File: src/rtl/adc_frame_pkg.sv
// Shared types and constants for the ADC frame packer: framing FSM states
// and frame layout constants.
package adc_frame_pkg;

   localparam int         FRAME_BYTES       = 4;
   localparam logic [7:0] DEFAULT_SYNC_BYTE = 8'hA5;

   // Byte states are numbered by their position in the frame (1..FRAME_BYTES).
   typedef enum logic [2:0] {
      ST_IDLE = 3'd0,
      ST_SYNC = 3'd1,
      ST_HI   = 3'd2,
      ST_LO   = 3'd3,
      ST_CHK  = 3'(FRAME_BYTES)
   } state_t;

endpackage

File: src/rtl/adc_frame_packer_decimator.sv
// Sample decimator: flags every DECIM-th valid input sample. The counter runs
// on every valid pulse regardless of what the downstream framer is doing.
module sample_decimator #(
   parameter int DECIM = 2000
) (
   input  logic clk,
   input  logic rst,
   input  logic valid_i,
   output logic select_o
);

   localparam int                 CNT_W = (DECIM > 1) ? $clog2(DECIM) : 1;
   localparam logic [CNT_W-1:0]   LAST  = CNT_W'(DECIM - 1);

   logic [CNT_W-1:0] r_cnt;
   logic             w_last;

   assign w_last   = (r_cnt == LAST);
   assign select_o = valid_i & w_last;

   always_ff @(posedge clk or posedge rst) begin
      if (rst) begin
         r_cnt <= '0;
      end else if (valid_i) begin
         r_cnt <= w_last ? '0 : r_cnt + CNT_W'(1);
      end
   end

endmodule

File: src/rtl/adc_frame_packer.sv
// Packs decimated 12-bit ADC samples into 4-byte frames (SYNC, HI, LO, CHK)
// for a UART transmit FIFO; samples selected while a frame is in flight are dropped.
module adc_frame_packer
   import adc_frame_pkg::*;
#(
   parameter int         DECIM     = 2000,
   parameter logic [7:0] SYNC_BYTE = DEFAULT_SYNC_BYTE
) (
   input  logic        clk,
   input  logic        rst,
   input  logic [11:0] sample_i,
   input  logic        valid_i,
   input  logic        fifo_full_i,
   output logic [7:0]  data_o,
   output logic        wr_en_o,
   output logic        drop_o,
   output logic [7:0]  drop_count_o,
   output logic        busy_o
);

   state_t      r_state;
   state_t      w_next;
   logic [11:0] r_sample;
   logic [3:0]  r_seq;
   logic [7:0]  r_drop_cnt;
   logic        w_select;
   logic        w_capture;
   logic        w_drop;
   logic        w_write;
   logic [7:0]  w_hi;
   logic [7:0]  w_lo;
   logic [7:0]  w_data;

   sample_decimator #(.DECIM(DECIM)) u_decim (
      .clk      (clk),
      .rst      (rst),
      .valid_i  (valid_i),
      .select_o (w_select)
   );

   assign w_write   = (r_state != ST_IDLE) & ~fifo_full_i;
   assign w_capture = w_select & (r_state == ST_IDLE);
   assign w_drop    = w_select & (r_state != ST_IDLE);
   assign w_hi      = {r_seq, r_sample[11:8]};
   assign w_lo      = r_sample[7:0];

   always_ff @(posedge clk or posedge rst) begin
      if (rst) begin
         r_state <= ST_IDLE;
      end else begin
         r_state <= w_next;
      end
   end

   // Every byte state holds until the FIFO accepts its byte.
   always_comb begin
      w_next = r_state;
      w_data = 8'h00;
      case (r_state)
         ST_IDLE: begin
            if (w_capture) w_next = ST_SYNC;
         end
         ST_SYNC: begin
            w_data = SYNC_BYTE;
            if (!fifo_full_i) w_next = ST_HI;
         end
         ST_HI: begin
            w_data = w_hi;
            if (!fifo_full_i) w_next = ST_LO;
         end
         ST_LO: begin
            w_data = w_lo;
            if (!fifo_full_i) w_next = ST_CHK;
         end
         ST_CHK: begin
            w_data = w_hi ^ w_lo;
            if (!fifo_full_i) w_next = ST_IDLE;
         end
         default: w_next = ST_IDLE;
      endcase
   end

   always_ff @(posedge clk or posedge rst) begin
      if (rst) begin
         r_sample   <= '0;
         r_seq      <= '0;
         r_drop_cnt <= '0;
      end else begin
         if (w_capture) r_sample <= sample_i;
         if (r_state == ST_CHK && !fifo_full_i) r_seq <= r_seq + 4'd1;
         if (w_drop && r_drop_cnt != 8'hFF) r_drop_cnt <= r_drop_cnt + 8'd1;
      end
   end

   assign data_o       = w_data;
   assign wr_en_o      = w_write;
   assign drop_o       = w_drop;
   assign drop_count_o = r_drop_cnt;
   assign busy_o       = (r_state != ST_IDLE);

endmodule
File: config.mk
export PLATFORM = sky130hd
export DESIGN_NAME = adc_frame_packer
export DESIGN_NICKNAME = d
export VERILOG_FILES = /design/src/rtl/adc_frame_pkg.sv /design/src/rtl/adc_frame_packer_decimator.sv /design/src/rtl/adc_frame_packer.sv
export SDC_FILE = /design/constraint.sdc
export NUM_CORES = 1
export LEC_CHECK = 0
export CAP_MARGIN = 20
export CORE_MARGIN = 3
export CORE_UTILIZATION = 40
export CTS_BUF_LIST = sky130_fd_sc_hd__clkbuf_8
export CTS_CLUSTER_DIAMETER = 50
export DETAILED_ROUTE_END_ITERATION = 6
export GPL_TIMING_DRIVEN = 0
export PLACE_DENSITY = 0.71
export SLEW_MARGIN = 10
export SYNTH_ARGS = -nofsm -noshare
export SYNTH_HDL_FRONTEND = slang
export SYNTH_HIERARCHICAL = 1
export SYNTH_SLANG_ARGS = --single-unit
File: constraint.sdc
create_clock -name clk -period 4.68 [get_ports clk]
set_input_delay 0.702 -clock clk [delete_from_list [all_inputs] [get_ports clk]]
set_output_delay 0.702 -clock clk [all_outputs]
set_load 0.1 [all_outputs]
==> results of run 1 <==
## power breakdown
group / switching [W] / internal [W]
clock network: 0.000117 / 0.000227
logic: 0.0000747 / 0.0000645
registers: 0.0000358 / 0.000364
total: 0.000227 / 0.000656
## cells in the mapped netlist, types with 3 or more instances
| library cell | instances |
|---|---|
| nand3_1 | 6 |
| a22oi_1 | 3 |
| nor3_1 | 6 |
| a21oi_1 | 7 |
| nand4_1 | 6 |
| dfrtp_1 | 38 |
| mux2_2 | 4 |
| o21ai_0 | 9 |
| buf_2 | 3 |
| inv_1 | 6 |
| xnor2_1 | 11 |
| o32ai_1 | 4 |
| a31oi_1 | 3 |
| xor2_1 | 9 |
| nor2_1 | 14 |
| nand2_1 | 17 |
| mux2_1 | 10 |
| ha_1 | 3 |
## cell type report
| class | count | area [um2] |
|---|---|---|
| fill | 462 | 2200 |
| inverter | 7 | 26.28 |
| timing repair buffer | 35 | 367.9 |
| clock buffer | 6 | 82.58 |
| buffer | 8 | 46.29 |
| sequential | 38 | 950.9 |
| tap | 67 | 83.83 |
| multi-input combinational | 143 | 999.7 |
| clock inverter | 2 | 60.06 |
## state kept, by name, indices dropped and copies added, names as in the netlist
register and count:
r_seq 4, r_sample 12, drop_count_o 8, u_decim/r_cnt 11
r_state 3
## stage by stage
stage / hold slack, ns / setup WS, ns / area (um2)
2_1_floorplan: 0.4821 / 0.9104 / 2023
3_3_place_gp: 0.5010 / 0.6292 / 2447
3_5_place_dp: 0.5112 / 0.6214 / 2447
4_1_cts: 0.5224 / 0.6127 / 2590
5_1_grt: 0.5599 / 0.4914 / 2618
6_report: 0.5213 / 0.6127 / 2618
## routing by layer
metal,track usage,up-vias,routed length (um)
met5,0,-,0
met1,0.2076,768,1929
met2,0.2418,43,2005
met3,0.04225,7,206
li1,-,785,-
met4,0.05338,0,57
## worst min-delay path by stage
| stage | slack, ns | endpoint | start |
|---|---|---|---|
| floorplan | 0.48 | r_sample[11]$_DFFE_PP0P_ | r_sample[11]$_DFFE_PP0P_ |
| global placement | 0.50 | drop_count_o[5]$_DFFE_PP0P_ | drop_count_o[5]$_DFFE_PP0P_ |
| detailed placement | 0.51 | drop_count_o[5]$_DFFE_PP0P_ | drop_count_o[5]$_DFFE_PP0P_ |
| CTS | 0.52 | drop_count_o[5]$_DFFE_PP0P_ | drop_count_o[5]$_DFFE_PP0P_ |
| global route | 0.56 | r_seq[3]$_DFFE_PP0P_ | r_seq[3]$_DFFE_PP0P_ |
| finish | 0.52 | drop_count_o[5]$_DFFE_PP0P_ | drop_count_o[5]$_DFFE_PP0P_ |
## cell usage in the layout (no fill, tap or decap), types with 3 or more instances in the layout
cell type	n
clkbuf_8	6
o21ai_0	9
o32ai_1	4
nor2_1	14
xnor2_1	11
clkdlybuf4s50_1	34
a22oi_1	3
mux2_2	4
nand4_1	6
nand3_1	6
mux2_1	10
xor2_1	9
nand2_1	17
dfrtp_1	38
a31oi_1	3
ha_1	3
inv_1	6
buf_2	3
nor3_1	6
a21oi_1	7
## cells by family (layout without fill, tap and decap cells)
group / count (synthesis) / after routing
and+or+nand+nor: 68 / 68
DFF: 38 / 38
AOI/OAI and AO/OA: 36 / 36
xor gates and xnor gates: 20 / 20
muxes: 16 / 16
buffers and inverters: 15 / 58
adders and majority gates: 3 / 3
==> metrics, run 1 <==
fin crit period 4.067 ns; port buffer count 34; end of the worst register-to-register path r_sample[5]$_DFFE_PP0P_; RSZ-0062 raised after global routing false; postcts setup bufs 0; placed insts 297; Max Fclk 245.9 MHz; number of global-route vias before repair 1588; clk_lat worst skew 0.29 ns; main area contributors after synthesis dfrtp_1 (47%), mux2_1 (5.6%), xnor2_1 (4.8%); reg-to-reg slack, setup 2.48 ns; Final Core Density 0.5434; syn_nets 215; pin count of the biggest net entering global routing 28; Max Slew Vio Count 0; slowest cell delay on critical path 1.13 ns; Post-CTS Resized 0; Worst Hold Depth 1; H-tree levels 2; final wirelength 4200 um; crit-path most repeated cell clkdlybuf4s50_1; Crit-path slowest cell clkdlybuf4s50_1; IO Pins 35; Final ANT Viol Nets 0; Critical Path AT 3.37 ns; Clock Tree Buf Depth 2; CP delay by family, top buffers and inverters; hold_buf cts 0; vias 1603; post-synth top area share 0.4700; leakage power 1.198 nW; outcome finished, final reports clean; Setup crit end kind output port; HPWL Detailed 3020 um; sequential area share after synthesis 0.4700; DRT Pass-1 Iters 4; WP data required 3.98 ns; crit-path cells clkdlybuf4s50_1 > and4_2 > and3_1 > clkbuf_2 > o31ai_2 > inv_2 > clkdlybuf4s50_1; total CTS buffers 5; Finish-stage setup viols 0; initial core utilization 0.4200; pwr/cell area 337.3 mW/mm2; fin nets 257; complex-gate fraction of the synthesized area 0.1169; setup tns final 0 ns; post-synthesis mux area share 0.08782; Simple-Gate Fraction of Synth Area 0.1843; cell count after synthesis 196; Die Area 0.005947 mm2; # Max-Cap Violations 0; Crit path depth 7; overall power 0.0008829 W; residual DRC count 0; core area 0.004817 mm2; CTS Sinks 38; wire length per cell 13.73 um; TritonCTS clock tree built; Yosys reg bits 38; synth warn 6; CP max FO 7; Critical Path Source valid_i; Buf/Inv on CP 4; ant diodes 0; Fin. Hold Viols 0; root buffer cell clkbuf_8; Vias per Instance 5.239; Rows 25; reg2reg start u_decim/r_cnt[6]$_DFFE_PP0P_; Worst VDD drop 0.1737 mV; share of layout cells above drive strength 1 0.1088; Distinct cells, synth 46; ys async rst share 1.000; xor and xnor area share after synthesis 0.08658; crit start category input pin; Die Height 77.12 um; fin cells 306; CTS clk-pin slew, worst paths 0.07 ns; Slew @ Worst Pin 0.9905 ns; Min-Delay Path Class reg -> reg; R2R cell count 7; number of DRC markers in iteration 0 37; EDFF count, synth 0; Synth-to-Final Area Change 29.38%; Cell Area, Synth 0.002023 mm2; cell taking the most area after synthesis dfrtp_1; gr usage total 0.1552; main combinational cell family by area after synthesis simple AND/OR/NAND/NOR gates; Setup crit end drop_o; Main synth FF type dfrtp_1; width of the die 77.12 um; Worst slew margin 0.3376; initial antenna violation count 0; final period utilization 0.8691; post-synthesis adder-cell area fraction 0.01855; crit path kind in -> out; total grt overflow 0; skew final 0.005313 ns; Syn Area/Cell 10.32 um2; first-pass GRT wire length 7458 um; Placer Congestion 0.8137
(Power assumes the default switching activity.)
==> run 2, diff against run 1 <==
CELL_PAD_IN_SITES_DETAIL_PLACEMENT = 0   (was default)
CELL_PAD_IN_SITES_GLOBAL_PLACEMENT = 2   (was default)
CORE_UTILIZATION = 37   (was 40)
PLACE_DENSITY = 0.95   (was 0.71)
==> run 2 against run 1 <==
Global-route usage decreased by 1.3 points. Sequential cell count stayed put. Fmax up 0.35%. Setup slack better by 0.014 ns. Via count shrank 3.1%. First-iteration DRC count is 19% higher. Cell count grew 0.65%. Critical path depth stayed put.
==> metrics, run 2 (synthesized netlist as in run 1, its figures left out) <==
commonest non-fill, non-tap cell in the layout dfrtp_1; Min-Delay Path Class reg -> reg; Clock Tree Buf Depth 2; initial antenna violation count 0; clk_lat worst skew 0.29 ns; final period utilization 0.8660; Post-CTS Resized 0; commonest cells after routing, fill and taps aside dfrtp_1 (38), clkdlybuf4s50_1 (34), nand2_1 (17); Rows 26; RSZ-0062 raised after global routing false; setup tns final 0 ns; reg-to-reg slack, setup 2.50 ns; fin nets 257; CP max FO 7; residual DRC count 0; hold path start drop_count_o[5]$_DFFE_PP0P_; Finish-stage setup viols 0; number of global-route vias before repair 1527; total CTS buffers 5; outcome finished, final reports clean; H-tree levels 2; pwr/cell area 293.5 mW/mm2; Worst VDD drop 0.1316 mV; WP data required 3.98 ns; Largest Register r_sample; Setup WS post-layout 0.6269 ns; port buffer count 34; crit-path most repeated cell clkdlybuf4s50_1; wire length per cell 13.06 um; final wirelength 4024 um; number of DRC markers in iteration 0 44; Synth-to-Final Area Change 26.41%; width of the die 79.95 um; DRT Pass-1 Iters 4; fin crit period 4.053 ns; skew final 0.007400 ns; slowest cell delay on critical path 1.13 ns; first-pass GRT wire length 7065 um; CP delay by family, top buffers and inverters; TritonCTS clock tree built; vias 1553; Fin. Hold Viols 0; Setup WS pre-CTS 0.6223 ns; CTS clk-pin slew, worst paths 0.07 ns; IO Pins 35; pin count of the biggest net entering global routing 28; Die Height 79.95 um; hold_buf cts 0; Placer Congestion 0.7713; share of layout cells above drive strength 1 0.1050; leakage power 1.170 nW; Buf/Inv on CP 4; reg2reg start u_decim/r_cnt[6]$_DFFE_PP0P_; root buffer cell clkbuf_8; Max Fclk 246.7 MHz; postcts setup bufs 0; Die Area 0.006391 mm2; Critical Path Source valid_i; Critical Path AT 3.35 ns; initial core utilization 0.3887; Worst slew margin 0.3488; # Max-Cap Violations 0; HPWL Detailed 2920 um; Crit-path slowest cell clkdlybuf4s50_1; Vias per Instance 5.042; Slew @ Worst Pin 0.9738 ns; Max Slew Vio Count 0; total grt overflow 0; crit start category input pin; crit path kind in -> out; Final ANT Viol Nets 0; Largest register FFs 12; core area 0.005205 mm2; WHS 0.5194 ns; crit-path cells clkdlybuf4s50_1 > and4_2 > and3_1 > clkbuf_2 > o31ai_2 > inv_2 > clkdlybuf4s50_1; CTS Sinks 38; ant diodes 0; Setup crit end kind output port; gr usage total 0.1421
==> run 2: area by class of cell <==
| type | instances | area, um2 |
|---|---|---|
| inverters | 7 | 26.28 |
| multi-input cells | 143 | 999.7 |
| repair buffers | 35 | 367.9 |
| well taps | 70 | 87.58 |
| fillers | 514 | 2648 |
| clock inverters | 2 | 10.01 |
| plain buffers | 8 | 46.29 |
| flip-flops and latches | 38 | 950.9 |
| clock buffers | 5 | 68.82 |
==> run 2: worst paths after layout <==
check                                              endpoint  cells after the start
worst min register to register  drop_count_o[5]$_DFFE_PP0P_                      1
worst min-delay path            drop_count_o[5]$_DFFE_PP0P_                      1
worst max-delay path                                 drop_o                      7
min in group asynchronous           r_sample[6]$_DFFE_PP0P_                      2
worst max register to register     r_sample[11]$_DFFE_PP0P_                      7
max in group asynchronous       drop_count_o[6]$_DFFE_PP0P_                      3
==> run 2: routing by layer <==
metal  GRT usage  routed length, um  vias to the layer above
met5           0                  0                        -
met4     0.04054                 38                        0
met3     0.04740                189                        5
met2      0.2094               1856                       31
met1      0.1977               1940                      732
li1            -                  -                      785
==> run 2: per-stage QoR <==
stage / util / instances / area [um2] / total power [W]
6_report: 0.4913 / 308 / 2557 / 0.0007507
5_1_grt: 0.4913 / 308 / 2557 / 0.0008033
4_1_cts: 0.4861 / 307 / 2530 / 0.0007588
3_5_place_dp: 0.4709 / 300 / 2451 / 0.0005439
3_3_place_gp: 0.4709 / 300 / 2451 / 0.0005388
2_1_floorplan: - / 196 / 2023 / 0.0005004
==> run 2: power by group <==
group	switching [W]	internal, W
clock	0.000110	0.0000999
sequential	0.0000362	0.000364
combinational	0.0000760	0.0000651
==> run 3, diff against run 2 <==
CTS_CLUSTER_SIZE = 24   (was default)
SLEW_MARGIN = 20   (was 10)
==> run 3 against run 2 <==
Sequential power about the same. Critical path depth unchanged. Via count decreased by 0.64%. Register-to-register slack about the same. Cell count decreased by 0.32%. Combinational power about the same. Critical path type unchanged. Critical endpoint unchanged. Sequential cell count unchanged. Largest power group unchanged. Clock skew increased by 0.00076 ns. Fmax about the same.
==> metrics, run 3 (synthesized netlist as in run 1, its figures left out) <==
gr usage total 0.1421; residual DRC count 0; Placer Congestion 0.7713; Clock Tree Buf Depth 2; H-tree levels 2; core area 0.005205 mm2; Die Area 0.006391 mm2; Rows 26; TritonCTS clock tree built; Largest Register r_sample; commonest non-fill, non-tap cell in the layout dfrtp_1; outcome finished, final reports clean; # Max-Cap Violations 0; Max Fclk 246.8 MHz; commonest cells after routing, fill and taps aside dfrtp_1 (38), clkdlybuf4s50_1 (34), nand2_1 (17); RSZ-0062 raised after global routing false; Worst Hold Depth 1; first-pass GRT wire length 7065 um; initial core utilization 0.3887; number of global-route vias before repair 1527; Hold EP drop_count_o[5]$_DFFE_PP0P_; WP data required 3.98 ns; skew final 0.008155 ns; fillers 516; hold_buf cts 0; crit path kind in -> out; CTS clk-pin slew, worst paths 0.07 ns; width of the die 79.95 um; Max Slew Vio Count 0; initial antenna violation count 0; clk_lat worst skew 0.29 ns; CP max FO 7; overall power 0.0007474 W; IO Pins 35; DRT Pass-1 Iters 4; total CTS buffers 5; end of the worst register-to-register path r_sample[11]$_DFFE_PP0P_; Worst VDD drop 0.1311 mV; number of DRC markers in iteration 0 40; port buffer count 34; Fin. Hold Viols 0; crit start category input pin; fin nets 256; reg-to-reg slack, setup 2.49 ns; Die Height 79.95 um; setup tns final 0 ns; Largest register FFs 12; root buffer cell clkbuf_8; vias 1543; hold path start drop_count_o[5]$_DFFE_PP0P_; Setup crit end kind output port; pin count of the biggest net entering global routing 28; reg2reg start u_decim/r_cnt[6]$_DFFE_PP0P_; Min-Delay Path Class reg -> reg; share of layout cells above drive strength 1 0.1055; HPWL Detailed 2920 um; R2R cell count 7; Vias per Instance 5.026; Worst slew margin 0.3488; Setup WS pre-CTS 0.6223 ns; pwr/cell area 295.4 mW/mm2; wire length per cell 13.08 um; Post-CTS Resized 0; total grt overflow 0; Critical Path AT 3.35 ns; final wirelength 4015 um; leakage power 1.156 nW; Slew @ Worst Pin 0.9738 ns; Final ANT Viol Nets 0; ant diodes 0; Finish-stage setup viols 0; fin crit period 4.052 ns; postcts setup bufs 0; Synth-to-Final Area Change 25.05%; final period utilization 0.8659; CTS Sinks 38; Setup WS post-layout 0.6276 ns
-- run 3: stage by stage --
step	util	cells	hold WS, ns	instance area, um2
after detailed placement	0.4709	300	0.5054	2451
after CTS	0.4861	307	0.5185	2530
after global routing	0.4861	307	0.5347	2530
final	0.4861	307	0.5194	2530
after global placement	0.4709	300	0.5019	2451
after floorplan	-	196	0.4821	2023
-- run 3: how the worst max path moves through the flow --
stage | to | depth (start not counted) | slack (ns) | from
after detailed placement | drop_o | 7 | 0.62 | valid_i
after CTS | drop_o | 7 | 0.61 | valid_i
after floorplan | data_o[0] | 3 | 0.91 | r_state[0]$_DFFE_PP0P_
final | drop_o | 7 | 0.63 | valid_i
after global routing | drop_o | 7 | 0.55 | valid_i
after global placement | drop_o | 7 | 0.61 | valid_i
-- run 3: cell type report --
type | instances | area, um2 | area share
Multi-Input combinational cell | 143 | 999.7 | 0.3952
Sequential cell | 38 | 950.9 | 0.3759
Timing Repair Buffer | 34 | 340.3 | 0.1345
Tap cell | 70 | 87.58 | 0.03462
Clock buffer | 5 | 68.82 | 0.02720
Buffer | 8 | 46.29 | 0.01830
Inverter | 7 | 26.28 | 0.01039
Clock inverter | 2 | 10.01 | 0.003956
-- run 3: routing by layer --
metal	global-route usage	up-vias	part of all wire
met1	0.1977	730	0.49
met4	0.04054	0	0.011
li1	-	780	-
met5	0	-	0
met2	0.2094	28	0.46
met3	0.04740	5	0.044
-- run 3: report_power, final --
| group | total (W) | leakage [nW] | switching, W | internal (W) |
|---|---|---|---|---|
| logic | 0.000139 | 0.609 | 0.0000757 | 0.0000628 |
| registers | 0.000400 | 0.503 | 0.0000364 | 0.000364 |
| clock network | 0.000209 | 0.0438 | 0.000109 | 0.0000999 |
-- run 3: critical path, cell delays in order --
cell,delay [ns]
clkdlybuf4s50_1,0.61
and4_2,0.32
and3_1,0.16
clkbuf_2,0.20
o31ai_2,0.12
inv_2,0.10
clkdlybuf4s50_1,1.13
